<file path="src/rtl/mem_port_arbiter_if.sv">
// Bus bundle for mem_port_arbiter: CPU port, peripheral port and memory side.
// slave  : the arbiter's view (requests in, acks/rdata and memory strobes out)
// master : the surrounding system's view (requesters and memory)
interface mem_port_arbiter_if #(
  parameter int AW = 8,
  parameter int DW = 32
);
  logic          cpu_req;
  logic          cpu_we;
  logic [AW-1:0] cpu_addr;
  logic [DW-1:0] cpu_wdata;
  logic [DW-1:0] cpu_rdata;
  logic          cpu_ack;

  logic          per_req;
  logic          per_we;
  logic [AW-1:0] per_addr;
  logic [DW-1:0] per_wdata;
  logic [DW-1:0] per_rdata;
  logic          per_ack;

  logic          mem_en;
  logic          mem_we;
  logic [AW-1:0] mem_addr;
  logic [DW-1:0] mem_wdata;
  logic [DW-1:0] mem_rdata;

  modport slave (
    input  cpu_req, cpu_we, cpu_addr, cpu_wdata,
    output cpu_rdata, cpu_ack,
    input  per_req, per_we, per_addr, per_wdata,
    output per_rdata, per_ack,
    output mem_en, mem_we, mem_addr, mem_wdata,
    input  mem_rdata
  );

  modport master (
    output cpu_req, cpu_we, cpu_addr, cpu_wdata,
    input  cpu_rdata, cpu_ack,
    output per_req, per_we, per_addr, per_wdata,
    input  per_rdata, per_ack,
    input  mem_en, mem_we, mem_addr, mem_wdata,
    output mem_rdata
  );
endinterface

</file>
<file path="src/rtl/mem_port_arbiter.sv">
// Two-requester arbiter/sequencer for the single-port unified memory.
// Serialises CPU and peripheral accesses, waits out the fixed read latency
// LAT (1..15) and returns a one-cycle ack with registered read data.
// Optional macro ARB_ROUND_ROBIN_EN: round-robin arbitration on ties;
// when undefined the CPU always wins and no pointer register exists.
//
// state  | meaning
// IDLE   | arbitrate, latch the winner's request
// ACCESS | mem_en strobe for one cycle, load latency counter
// WAIT   | count down latency, capture read data at zero
// RESP   | one-cycle ack to the owner
module mem_port_arbiter #(
  parameter int AW  = 8,
  parameter int DW  = 32,
  parameter int LAT = 1
) (
  input  logic                clk,
  input  logic                rst_n,
  mem_port_arbiter_if.slave   bus,
  output logic                busy,
  output logic                owner
);

  typedef enum logic [1:0] {IDLE, ACCESS, WAIT, RESP} state_t;

  localparam logic [3:0] CNT_LOAD = 4'(LAT - 1);

  state_t        state, state_nxt;
  logic [3:0]    cnt;
  logic          done;
  logic          grant;
  logic          grant_per;
  logic          we_q;
  logic [AW-1:0] addr_q;
  logic [DW-1:0] wdata_q;
  logic          owner_q;
  logic          cpu_ack_q, per_ack_q;
  logic [DW-1:0] cpu_rdata_q, per_rdata_q;

  assign grant = bus.cpu_req | bus.per_req;

`ifdef ARB_ROUND_ROBIN_EN
  // Set when the CPU was served last, so the peripheral wins the next tie;
  // cleared at reset so the CPU wins the first tie.
  logic prefer_per;

  // Pointer update on every IDLE -> ACCESS transition.
  always_ff @(posedge clk or negedge rst_n) begin
    if (!rst_n)
      prefer_per <= 1'b0;
    else if (state == IDLE && grant)
      prefer_per <= ~grant_per;
  end

  assign grant_per = bus.per_req & (~bus.cpu_req | prefer_per);
`else
  assign grant_per = bus.per_req & ~bus.cpu_req;
`endif

  // State register.
  always_ff @(posedge clk or negedge rst_n) begin
    if (!rst_n)
      state <= IDLE;
    else
      state <= state_nxt;
  end

  // Next-state and memory strobe decode.
  always_comb begin
    state_nxt  = state;
    done       = 1'b0;
    bus.mem_en = 1'b0;
    bus.mem_we = 1'b0;
    busy       = 1'b1;
    case (state)
      IDLE: begin
        busy = 1'b0;
        if (grant)
          state_nxt = ACCESS;
      end
      ACCESS: begin
        bus.mem_en = 1'b1;
        bus.mem_we = we_q;
        state_nxt  = WAIT;
      end
      WAIT: begin
        if (cnt == 4'd0) begin
          done      = 1'b1;
          state_nxt = RESP;
        end
      end
      RESP:    state_nxt = IDLE;
      default: state_nxt = IDLE;
    endcase
  end

  // Latency down-counter: loaded in ACCESS, terminal count at zero in WAIT.
  always_ff @(posedge clk or negedge rst_n) begin
    if (!rst_n)
      cnt <= 4'd0;
    else if (state == ACCESS)
      cnt <= CNT_LOAD;
    else if (state == WAIT && cnt != 4'd0)
      cnt <= cnt - 4'd1;
  end

  // Request latch and owner, taken from the arbitration winner in IDLE.
  always_ff @(posedge clk or negedge rst_n) begin
    if (!rst_n) begin
      we_q    <= 1'b0;
      addr_q  <= '0;
      wdata_q <= '0;
      owner_q <= 1'b0;
    end else if (state == IDLE && grant) begin
      owner_q <= grant_per;
      if (grant_per) begin
        we_q    <= bus.per_we;
        addr_q  <= bus.per_addr;
        wdata_q <= bus.per_wdata;
      end else begin
        we_q    <= bus.cpu_we;
        addr_q  <= bus.cpu_addr;
        wdata_q <= bus.cpu_wdata;
      end
    end
  end

  // Ack pulses and per-port read data capture at the end of WAIT.
  always_ff @(posedge clk or negedge rst_n) begin
    if (!rst_n) begin
      cpu_ack_q   <= 1'b0;
      per_ack_q   <= 1'b0;
      cpu_rdata_q <= '0;
      per_rdata_q <= '0;
    end else begin
      cpu_ack_q <= done & ~owner_q;
      per_ack_q <= done & owner_q;
      if (done && !we_q) begin
        if (owner_q)
          per_rdata_q <= bus.mem_rdata;
        else
          cpu_rdata_q <= bus.mem_rdata;
      end
    end
  end

  assign bus.mem_addr  = addr_q;
  assign bus.mem_wdata = wdata_q;
  assign bus.cpu_ack   = cpu_ack_q;
  assign bus.per_ack   = per_ack_q;
  assign bus.cpu_rdata = cpu_rdata_q;
  assign bus.per_rdata = per_rdata_q;
  assign owner         = owner_q;

endmodule

</file>
<file path="src/flat_wrapper.sv">
// flat-port wrapper written by rule: the top's interface ports become plain ports
module mem_port_arbiter_flat 
#(
  parameter int AW  = 8,
  parameter int DW  = 32,
  parameter int LAT = 1
)
  (clk, rst_n, busy, owner, bus_cpu_req, bus_cpu_we, bus_cpu_addr, bus_cpu_wdata, bus_cpu_rdata, bus_cpu_ack, bus_per_req, bus_per_we, bus_per_addr, bus_per_wdata, bus_per_rdata, bus_per_ack, bus_mem_en, bus_mem_we, bus_mem_addr, bus_mem_wdata, bus_mem_rdata);
  mem_port_arbiter_if #(.AW(AW), .DW(DW)) bus_i ();
  input  logic clk;
  input  logic rst_n;
  output logic busy;
  output logic owner;
  input wire logic [$bits(bus_i.cpu_req)-1:0] bus_cpu_req;
  input wire logic [$bits(bus_i.cpu_we)-1:0] bus_cpu_we;
  input wire logic [$bits(bus_i.cpu_addr)-1:0] bus_cpu_addr;
  input wire logic [$bits(bus_i.cpu_wdata)-1:0] bus_cpu_wdata;
  output wire logic [$bits(bus_i.cpu_rdata)-1:0] bus_cpu_rdata;
  output wire logic [$bits(bus_i.cpu_ack)-1:0] bus_cpu_ack;
  input wire logic [$bits(bus_i.per_req)-1:0] bus_per_req;
  input wire logic [$bits(bus_i.per_we)-1:0] bus_per_we;
  input wire logic [$bits(bus_i.per_addr)-1:0] bus_per_addr;
  input wire logic [$bits(bus_i.per_wdata)-1:0] bus_per_wdata;
  output wire logic [$bits(bus_i.per_rdata)-1:0] bus_per_rdata;
  output wire logic [$bits(bus_i.per_ack)-1:0] bus_per_ack;
  output wire logic [$bits(bus_i.mem_en)-1:0] bus_mem_en;
  output wire logic [$bits(bus_i.mem_we)-1:0] bus_mem_we;
  output wire logic [$bits(bus_i.mem_addr)-1:0] bus_mem_addr;
  output wire logic [$bits(bus_i.mem_wdata)-1:0] bus_mem_wdata;
  input wire logic [$bits(bus_i.mem_rdata)-1:0] bus_mem_rdata;
  assign bus_i.cpu_req = bus_cpu_req;
  assign bus_i.cpu_we = bus_cpu_we;
  assign bus_i.cpu_addr = bus_cpu_addr;
  assign bus_i.cpu_wdata = bus_cpu_wdata;
  assign bus_cpu_rdata = bus_i.cpu_rdata;
  assign bus_cpu_ack = bus_i.cpu_ack;
  assign bus_i.per_req = bus_per_req;
  assign bus_i.per_we = bus_per_we;
  assign bus_i.per_addr = bus_per_addr;
  assign bus_i.per_wdata = bus_per_wdata;
  assign bus_per_rdata = bus_i.per_rdata;
  assign bus_per_ack = bus_i.per_ack;
  assign bus_mem_en = bus_i.mem_en;
  assign bus_mem_we = bus_i.mem_we;
  assign bus_mem_addr = bus_i.mem_addr;
  assign bus_mem_wdata = bus_i.mem_wdata;
  assign bus_i.mem_rdata = bus_mem_rdata;
  mem_port_arbiter #(.AW(AW), .DW(DW), .LAT(LAT)) u_core (.clk(clk), .rst_n(rst_n), .bus(bus_i), .busy(busy), .owner(owner));
endmodule
</file>
<file path="config.mk">
export PLATFORM = sky130hd
export DESIGN_NAME = mem_port_arbiter_flat
export DESIGN_NICKNAME = d
export VERILOG_FILES = /design/src/rtl/mem_port_arbiter_if.sv /design/src/rtl/mem_port_arbiter.sv /design/src/flat_wrapper.sv
export SDC_FILE = /design/constraint.sdc
export NUM_CORES = 1
export LEC_CHECK = 0
export BUFFER_PORTS_ARGS = -buffer_cell sky130_fd_sc_hd__buf_2
export CAP_MARGIN = 20
export CELL_PAD_IN_SITES_DETAIL_PLACEMENT = 0
export CELL_PAD_IN_SITES_GLOBAL_PLACEMENT = 1
export CORE_MARGIN = 5
export CORE_UTILIZATION = 36
export DETAILED_ROUTE_END_ITERATION = 10
export PLACE_DENSITY = 0.9
export SETUP_SLACK_MARGIN = 0.3
export SLEW_MARGIN = 20
export SYNTH_ARGS = -nofsm -noshare
export SYNTH_HDL_FRONTEND = slang
export SYNTH_SLANG_ARGS = --single-unit
</file>
<file path="constraint.sdc">
create_clock -name clk -period 2.6 [get_ports clk]
set_input_delay 0.13 -clock clk [delete_from_list [all_inputs] [get_ports clk]]
set_output_delay 0.13 -clock clk [all_outputs]
set_load 0.005 [all_outputs]
</file>
== Word level (Yosys, flattened, before mapping) ==
Cells that the tools add are included.
Storage, ports and cells
  bits in registers: 114
Operators by class
  $add $sub $neg: 1
  eq/ne operators: 5
  muxes and demuxes: 13
  bitwise operators: 6
  reductions and logical operators: 11
Operator list (count)
  32-bit two-way mux: 1
  4-bit two-way mux: 2
  8-bit two-way mux: 1
  2-bit one-hot mux with 4 select lines: 1
  1-bit two-way mux: 6
  2-bit AND reduction: 3
  2-bit equality test (second input constant): 2
  4-bit logical NOT: 1
  2-bit two-way mux: 2
  2-bit by 1-bit != test with 1-bit output (second input constant): 2
  4-bit nonzero test: 1
  4-bit by 1-bit subtractor with 4-bit output (second input constant): 1
  1-bit bitwise AND: 3
  1-bit logical AND: 3
  2-bit by 1-bit equality test with 1-bit output (second input constant): 1
  2-bit logical NOT: 1
  1-bit NOT: 2
  2-bit nonzero test: 1
  1-bit logical NOT: 1
  1-bit bitwise OR: 1

== Logic depth before layout (Yosys ltp) ==
Gate-level depths: netlist of run 1.
  depth after elaboration: 5
  depth in mapped cells: 8
  gate-level depth less buffers: 5

== Worst setup path after synthesis of run 1 ==
No wires, ideal clock.
  path type: flip-flop to flip-flop
  start point: register u_core.state[0]
  end point: register u_core.cpu_rdata_q[10] (netlist: u_core.bus.cpu_rdata[10])
  library setup time: 0.125 ns
  data arrival time: 1.735 ns
  data required time: 2.475 ns
  setup slack: 0.740 ns
  stages on the path, launching flop included: 9
  cells stage by stage: dfrtp_1 inv_1 ha_1 buf_6 nand4bb_1 or3_1 buf_6 buf_12 mux2_4
Between the ends
  longest elaborated chain between the ends: 4
RTL lines
  start, declared: RTL line mem_port_arbiter.sv:28  | state_t state, state_nxt;
  start signal, assigned: RTL line mem_port_arbiter.sv:65  | state <= state_nxt;
  2-bit equality test: RTL line mem_port_arbiter.sv:75  | case (state)
  1-bit two-way mux: RTL line mem_port_arbiter.sv:75
  1-bit logical AND: RTL line mem_port_arbiter.sv:138  | if (done && !we_q) begin
  2-bit AND reduction (no source line)
  end signal, assigned: RTL line mem_port_arbiter.sv:142  | cpu_rdata_q <= bus.mem_rdata;
  end, declared: RTL line mem_port_arbiter.sv:38  | logic [DW-1:0] cpu_rdata_q, per_rdata_q;
Every way passes these cells.
A chain may end at the register's enable or synchronous reset.

== Worst setup path after layout of run 1 ==
  start point: register u_core.state[0]
  end point: register u_core.cpu_rdata_q[8] (netlist: u_core.bus.cpu_rdata[8])
The elaborated chain is that of the path after synthesis.

==> impl_metrics.py, run 1 <==
metrics = {
    "place": {
        "io_buffers": 227,
        "gp_congestion": 0.820,
        "dpl.cell_count": 750,
        "dp_hpwl_mm": 9.39,
    },
    "critical_path": {
        "crit_fanout": 32,
        "cp_cell_sequence": "inv_1 -> ha_2 -> nand4bb_1 -> or3_2 -> buf_4 -> mux2_4",
        "path_delay_family": "simple AND/OR/NAND/NOR gates",
        "worst-path-buf-inv": 2,
        "crit_type": "flip-flop to flip-flop",
        "cp_slowest_cell": "or3_2",
        "cp_data_arrival_time_ps": 2470,
        "cp-end-kind": "flip-flop",
        "startpoint_type": "flip-flop",
        "worstSetupStartpoint": "u_core.state[0]$_DFFE_PN0P_",
        "r2r_start": "u_core.state[0]$_DFFE_PN0P_",
        "crit_required_ps": 2880,
        "crit_path_max_incr_delay_ps": 410,
    },
    "power": {
        "netSwitchingFraction_pct": 30.5,
        "switchingPower_mw": 2.60,
        "p_clk_share_pct": 28.7,
        "p_leak_nw": 3.67,
        "seqPwrFrac_pct": 37.0,
        "vdd_ir_drop_max_v": 0.000411,
        "powerDensity_nw_per_um2": 1170,
        "intPower_mw": 5.92,
        "combPwrFrac_pct": 34.4,
    },
    "clock_network": {
        "cts_buffers": 17,
        "clock_latency_ps": 410,
        "cts.sinks": 114,
        "h-tree-depth": 4,
        "cts_tree": "done",
        "root_buffer": "clkbuf_16",
        "cts.path.max_buffers": 2,
        "path_clk_slew_ps": 60,
    },
    "sta": {
        "finalCritPeriodShare_pct": 84.1,
        "skew_ps": 9.38,
        "grt_setup_unrepaired": "no",
        "finalHoldViolCount": 0,
        "setup_viol": 0,
        "slew_headroom_pct": 33.7,
        "fmax_ghz": 0.457,
        "fin_crit_ps": 2190,
        "timing.setup.tns_ps": 0,
        "drv_slew": 0,
        "worstMarginPinSlew_ps": 991,
    },
    "yosys": {
        "syn-num-nets": 487,
        "syn_avg_cell_area_um2": 13.5,
        "seq_area_frac_synth_pct": 58.3,
        "syn_inst": 364,
        "ys_types": 31,
        "ys_warn_count": 0,
        "synth-seq-cells": 114,
        "synthesis.area_um2": 4900,
    },
    "route": {
        "antenna_left": 0,
        "firstDrtPassIters": 4,
        "via_count": 3826,
        "drt_iter0_markers": 98,
        "wl_mm": 13.2,
        "drc_errors": 0,
        "via_per_inst": 4.62,
        "wl_per_cell_um": 16.0,
    },
    "die": {
        "die_y_um": 127,
        "ios": 228,
        "die_width_um": 127,
        "fp.coreArea_um2": 13300,
        "start_util_pct": 36.8,
        "rows": 42,
        "dieArea_um2": 16000,
    },
    "outcome": {
        "status": "finished, final reports clean",
    },
    "worst_hold_path": {
        "hold_start": "bus_per_addr[7]",
        "holdCritPathClass": "input port to flip-flop",
    },
    "global_routing": {
        "grt_usage_pct": 16.8,
        "antenna_found_initial": 1,
        "overflow": 0,
        "grt_max_degree": 66,
        "grt_pass1_vias": 4208,
        "grt_first_pass_wirelength_mm": 21.5,
    },
    "finish": {
        "area_delta_synth_final_pct": 48.3,
        "layoutNonFillerInstCount": 828,
        "final_nets": 762,
        "insertedDiodeCount": 0,
        "drive_above_1_share_pct": 51.5,
    },
    "flow_run": {
        "maxCapViolCount": 0,
    },
}
## cell type report
class	instances	area [um^2]
Inverter	6	22.5
Clock inverter	14	188
Tap cell	176	220
Fill cell	1103	6030
Timing Repair Buffer	278	1650
Multi-Input combinational cell	222	1890
Sequential cell	114	2850
Clock buffer	18	439
## flip-flops by register name, indices dropped and copies added, names as in the netlist
signal and cells:
u_core.bus.cpu_rdata 32, u_core.bus.mem_wdata 32, u_core.bus.per_rdata 32, u_core.bus.mem_addr 8, u_core.cnt 4, u_core.state 2
u_core.bus.cpu_ack 1, u_core.bus.per_ack 1, u_core.owner 1, u_core.we_q 1
## per-layer routing
| layer | global-route usage (%) | wire (um) |
|---|---|---|
| met3 | 7.57 | 1430 |
| met2 | 27.3 | 6240 |
| met5 | 0 | 13 |
| met4 | 6.37 | 259 |
| met1 | 19.7 | 5280 |
## power groups by stage
stage	Clock [mW]	Sequential, mW	Combinational, mW
global placement	0	3.11	2.79
global route	2.59	3.25	3.26
finish	2.44	3.15	2.93
CTS	2.49	3.15	2.96
floorplan	0	3.17	1.59
detailed placement	0	3.15	2.91
## final timing paths
check / endpoint / slack (ps) / cells after the start
hold / removal: u_core.bus.mem_addr[7]$_DFFE_PN0P_ / 20 / 3
max in group asynchronous: u_core.bus.mem_wdata[26]$_DFFE_PN0P_ / 1490 / 3
setup / recovery: u_core.bus.cpu_rdata[8]$_DFFE_PN0P_ / 410 / 6
min in group asynchronous: u_core.bus.cpu_rdata[30]$_DFFE_PN0P_ / 310 / 2
setup reg to reg: u_core.bus.cpu_rdata[8]$_DFFE_PN0P_ / 410 / 6
hold reg to reg: u_core.bus.mem_wdata[15]$_DFFE_PN0P_ / 470 / 2
## worst min-delay path, delay by kind of cell
family                 cells  cell delay [ps]
AO/OA/AOI/OAI              1              130
buffers and inverters      1               70
multiplexers               1               50
## cell families after synthesis
group                      synth area share, %
DFF                                       58.3
muxes                                     25.6
and+or+nand+nor                           5.52
AOI/OAI and AO/OA                         5.70
buffers and inverters                     3.63
adders and majority gates                 1.28
## cell usage in the layout, fill, tap and decap left out, types with 2 or more instances in the layout
cell           count
a21oi_1            5
and2_1             2
buf_2            226
buf_4              5
bufinv_16          4
clkbuf_16         17
clkinv_2           4
clkinv_4           2
clkinvlp_4         4
dfrtp_1          114
dlygate4sd3_1     46
ha_1               4
inv_1              6
mux2_2            34
mux2_4            30
mux2i_1           41
nand2_1           43
nand3_1            2
nor2_1             3
o21ai_0           41
## stage by stage
stage	hold slack [ps]	area (um^2)	util, %	setup slack [ps]	total power [mW]
3_3_place_gp	194	6170	46.4	449	5.90
2_1_floorplan	-166	4900	-	740	4.76
5_1_grt	15.6	7260	54.6	304	9.10
4_1_cts	1.20	7260	54.6	338	8.60
6_report	17.4	7260	54.6	414	8.52
3_5_place_dp	201	6170	46.4	359	6.06
## synthesized netlist by cell type
cell type / count / share of area, %
clkbuf_1: 10 / 0.77
and2_1: 2 / 0.26
nor3b_1: 1 / 0.15
a211oi_1: 1 / 0.15
inv_1: 6 / 0.46
dfrtp_1: 114 / 58
ha_1: 5 / 1.3
or3b_1: 1 / 0.18
nand3b_1: 1 / 0.15
mux2i_1: 41 / 8.4
nand4bb_1: 1 / 0.23
mux2_1: 1 / 0.23
a21o_2: 1 / 0.18
a31o_2: 1 / 0.18
o32a_2: 1 / 0.23
a21oi_1: 5 / 0.51
nor2b_1: 1 / 0.13
buf_6: 2 / 0.46
or3_1: 2 / 0.26
mux2_2: 34 / 7.8
and4bb_2: 1 / 0.26
nor2_1: 3 / 0.23
buf_12: 3 / 1.2
nand3_1: 2 / 0.20
mux2_4: 30 / 9.2
nand2_1: 43 / 3.3
o21ai_0: 41 / 4.2
o21ai_1: 1 / 0.10
o31ai_1: 1 / 0.15
buf_2: 7 / 0.72
nor4b_1: 1 / 0.18
## repair_timing
action,CTS,global route
hold buffers,46,0
endpoints found under the setup margin,0,32
setup buffers,0,0
gates resized for setup,0,1
hold endpoints to repair,122,0
(Power assumes the default switching activity.)
==> run 2, diff against run 1 <==
Clock period 2.6 ns to 2.1 ns, I/O delays scaled along.
==> impl_metrics.py, run 2 (synthesized netlist as in run 1, its figures left out) <==
metrics = {
    "outcome": {
        "status": "complete, but fails checks",
        "violations": "hold timing",
    },
    "critical_path": {
        "crit_fanout": 8,
        "crit_type": "flip-flop to flip-flop",
        "cp-end-kind": "flip-flop",
        "cp_slowest_cell": "dfrtp_1",
        "crit_path_max_incr_delay_ps": 410,
        "cp_data_arrival_time_ps": 2160,
        "crit_required_ps": 2390,
        "cp_cell_sequence": "ha_4 -> buf_6 -> and4bb_2 -> nand3b_1 -> buf_6 -> buf_12 -> buf_16 -> mux2_2",
        "startpoint_type": "flip-flop",
        "crit_top_cell": "buf_6",
    },
    "finish": {
        "final_common_cell": "buf_2",
        "finish.instance_area_um2": 8160,
        "fin_util_pct": 61.4,
        "insertedDiodeCount": 0,
        "layoutNonFillerInstCount": 894,
        "layout_common_cells": "buf_2 (226), dfrtp_1 (114), dlygate4sd3_1 (95), nand2_1 (43)",
        "final_nets": 828,
        "area_delta_synth_final_pct": 66.7,
        "fill_cells": 962,
        "drive_above_1_share_pct": 50.4,
    },
    "clock_network": {
        "path_clk_slew_ps": 60,
        "cts.path.max_buffers": 2,
        "clock_latency_ps": 410,
        "cts.sinks": 114,
        "h-tree-depth": 4,
        "root_buffer": "clkbuf_16",
        "cts_buffers": 17,
        "cts_tree": "done",
    },
    "place": {
        "dpl.cell_count": 751,
        "gp_congestion": 0.856,
        "io_buffers": 227,
        "dpl-instance-area_um2": 6240,
        "dp_hpwl_mm": 9.20,
        "pre_cts_ws_ps": 140,
    },
    "sta": {
        "fmax_ghz": 0.534,
        "finalHoldViolCount": 1,
        "fin_ws_ps": 227,
        "finalCritPeriodShare_pct": 89.2,
        "setup_viol": 0,
        "slew_headroom_pct": 63.1,
        "fin_crit_ps": 1870,
        "grt_setup_unrepaired": "yes",
        "worstMarginPinSlew_ps": 553,
        "holdWs_ps": -1.25,
        "timing.setup.tns_ps": 0,
        "skew_ps": 7.18,
        "drv_slew": 0,
    },
    "route": {
        "antenna_left": 0,
        "via_count": 4222,
        "wl_per_cell_um": 16.8,
        "via_per_inst": 4.72,
        "drc_errors": 0,
        "firstDrtPassIters": 4,
        "drt_iter0_markers": 198,
        "wl_mm": 15.0,
    },
    "global_routing": {
        "grt_first_pass_wirelength_mm": 23.2,
        "grt_usage_pct": 18.2,
        "grt_max_degree": 69,
        "overflow": 0,
        "grt_pass1_vias": 4606,
        "antenna_found_initial": 0,
    },
    "power": {
        "powerDensity_nw_per_um2": 1400,
        "power_mw": 11.5,
        "p_leak_nw": 4.09,
        "vdd_ir_drop_max_v": 0.000482,
    },
    "die": {
        "start_util_pct": 36.8,
        "die_width_um": 127,
        "fp.coreArea_um2": 13300,
        "dieArea_um2": 16000,
        "rows": 42,
        "die_y_um": 127,
        "ios": 228,
    },
    "worst_hold_path": {
        "holdCritPathClass": "input port to flip-flop",
    },
    "flow_run": {
        "maxCapViolCount": 0,
    },
}
-- run 2: path summary, 6_finish.rpt --
kind | from | endpoint | slack (ps) | depth (start not counted)
setup / recovery | u_core.state[1]$_DFFE_PN0P_ | u_core.bus.per_rdata[26]$_DFFE_PN0P_ | 230 | 8
hold / removal | bus_cpu_wdata[16] | u_core.bus.mem_wdata[16]$_DFFE_PN0P_ | -1 | 3
setup reg to reg | u_core.state[1]$_DFFE_PN0P_ | u_core.bus.per_rdata[26]$_DFFE_PN0P_ | 230 | 8
hold reg to reg | u_core.bus.mem_wdata[22]$_DFFE_PN0P_ | u_core.bus.mem_wdata[22]$_DFFE_PN0P_ | 470 | 2
max in group asynchronous | rst_n | u_core.bus.mem_wdata[26]$_DFFE_PN0P_ | 1260 | 3
min in group asynchronous | rst_n | u_core.bus.cpu_rdata[30]$_DFFE_PN0P_ | 180 | 2
-- run 2: what timing repair did --
item / CTS / global route
resized for setup: 12 / 12
buffers inserted: 8 / 2
gates cloned: 4 / 2
hold buffers: 95 / 0
pin swaps: 0 / 1
setup endpoints to repair: 33 / 88
hold endpoints to repair: 211 / 0
-- run 2: critical path: cells and delay by family (launching register included) --
family | cells | cell delay, ps
multiplexers | 1 | 350
buffers and inverters | 4 | 470
adder cells (fa/ha/maj) | 1 | 180
flip-flops | 1 | 410
AND/OR/NAND/NOR | 2 | 340
-- run 2: routing by layer --
layer | vias to the layer above | track usage, % | routed length [um]
met5 | - | 0 | 0
met4 | 0 | 6.88 | 220
met3 | 24 | 6.68 | 1440
met2 | 241 | 31.2 | 7370
met1 | 1997 | 20.8 | 5970
li1 | 1960 | - | -
-- run 2: area by class of cell --
cell class | count | area, um^2 | area share (%)
flip-flops and latches | 114 | 2850 | 35.0
well taps | 176 | 220 | 2.70
inverters | 6 | 22.5 | 0.276
multi-input cells | 223 | 1970 | 24.1
repair buffers | 343 | 2430 | 29.7
clock inverters | 12 | 201 | 2.47
clock buffers | 20 | 467 | 5.72
-- run 2: power breakdown --
part	total [mW]	internal, mW	switching (mW)
registers	3.93	3.29	0.640
logic	4.30	2.51	1.79
clock network	3.23	2.20	1.02
total	11.5	8.00	3.46
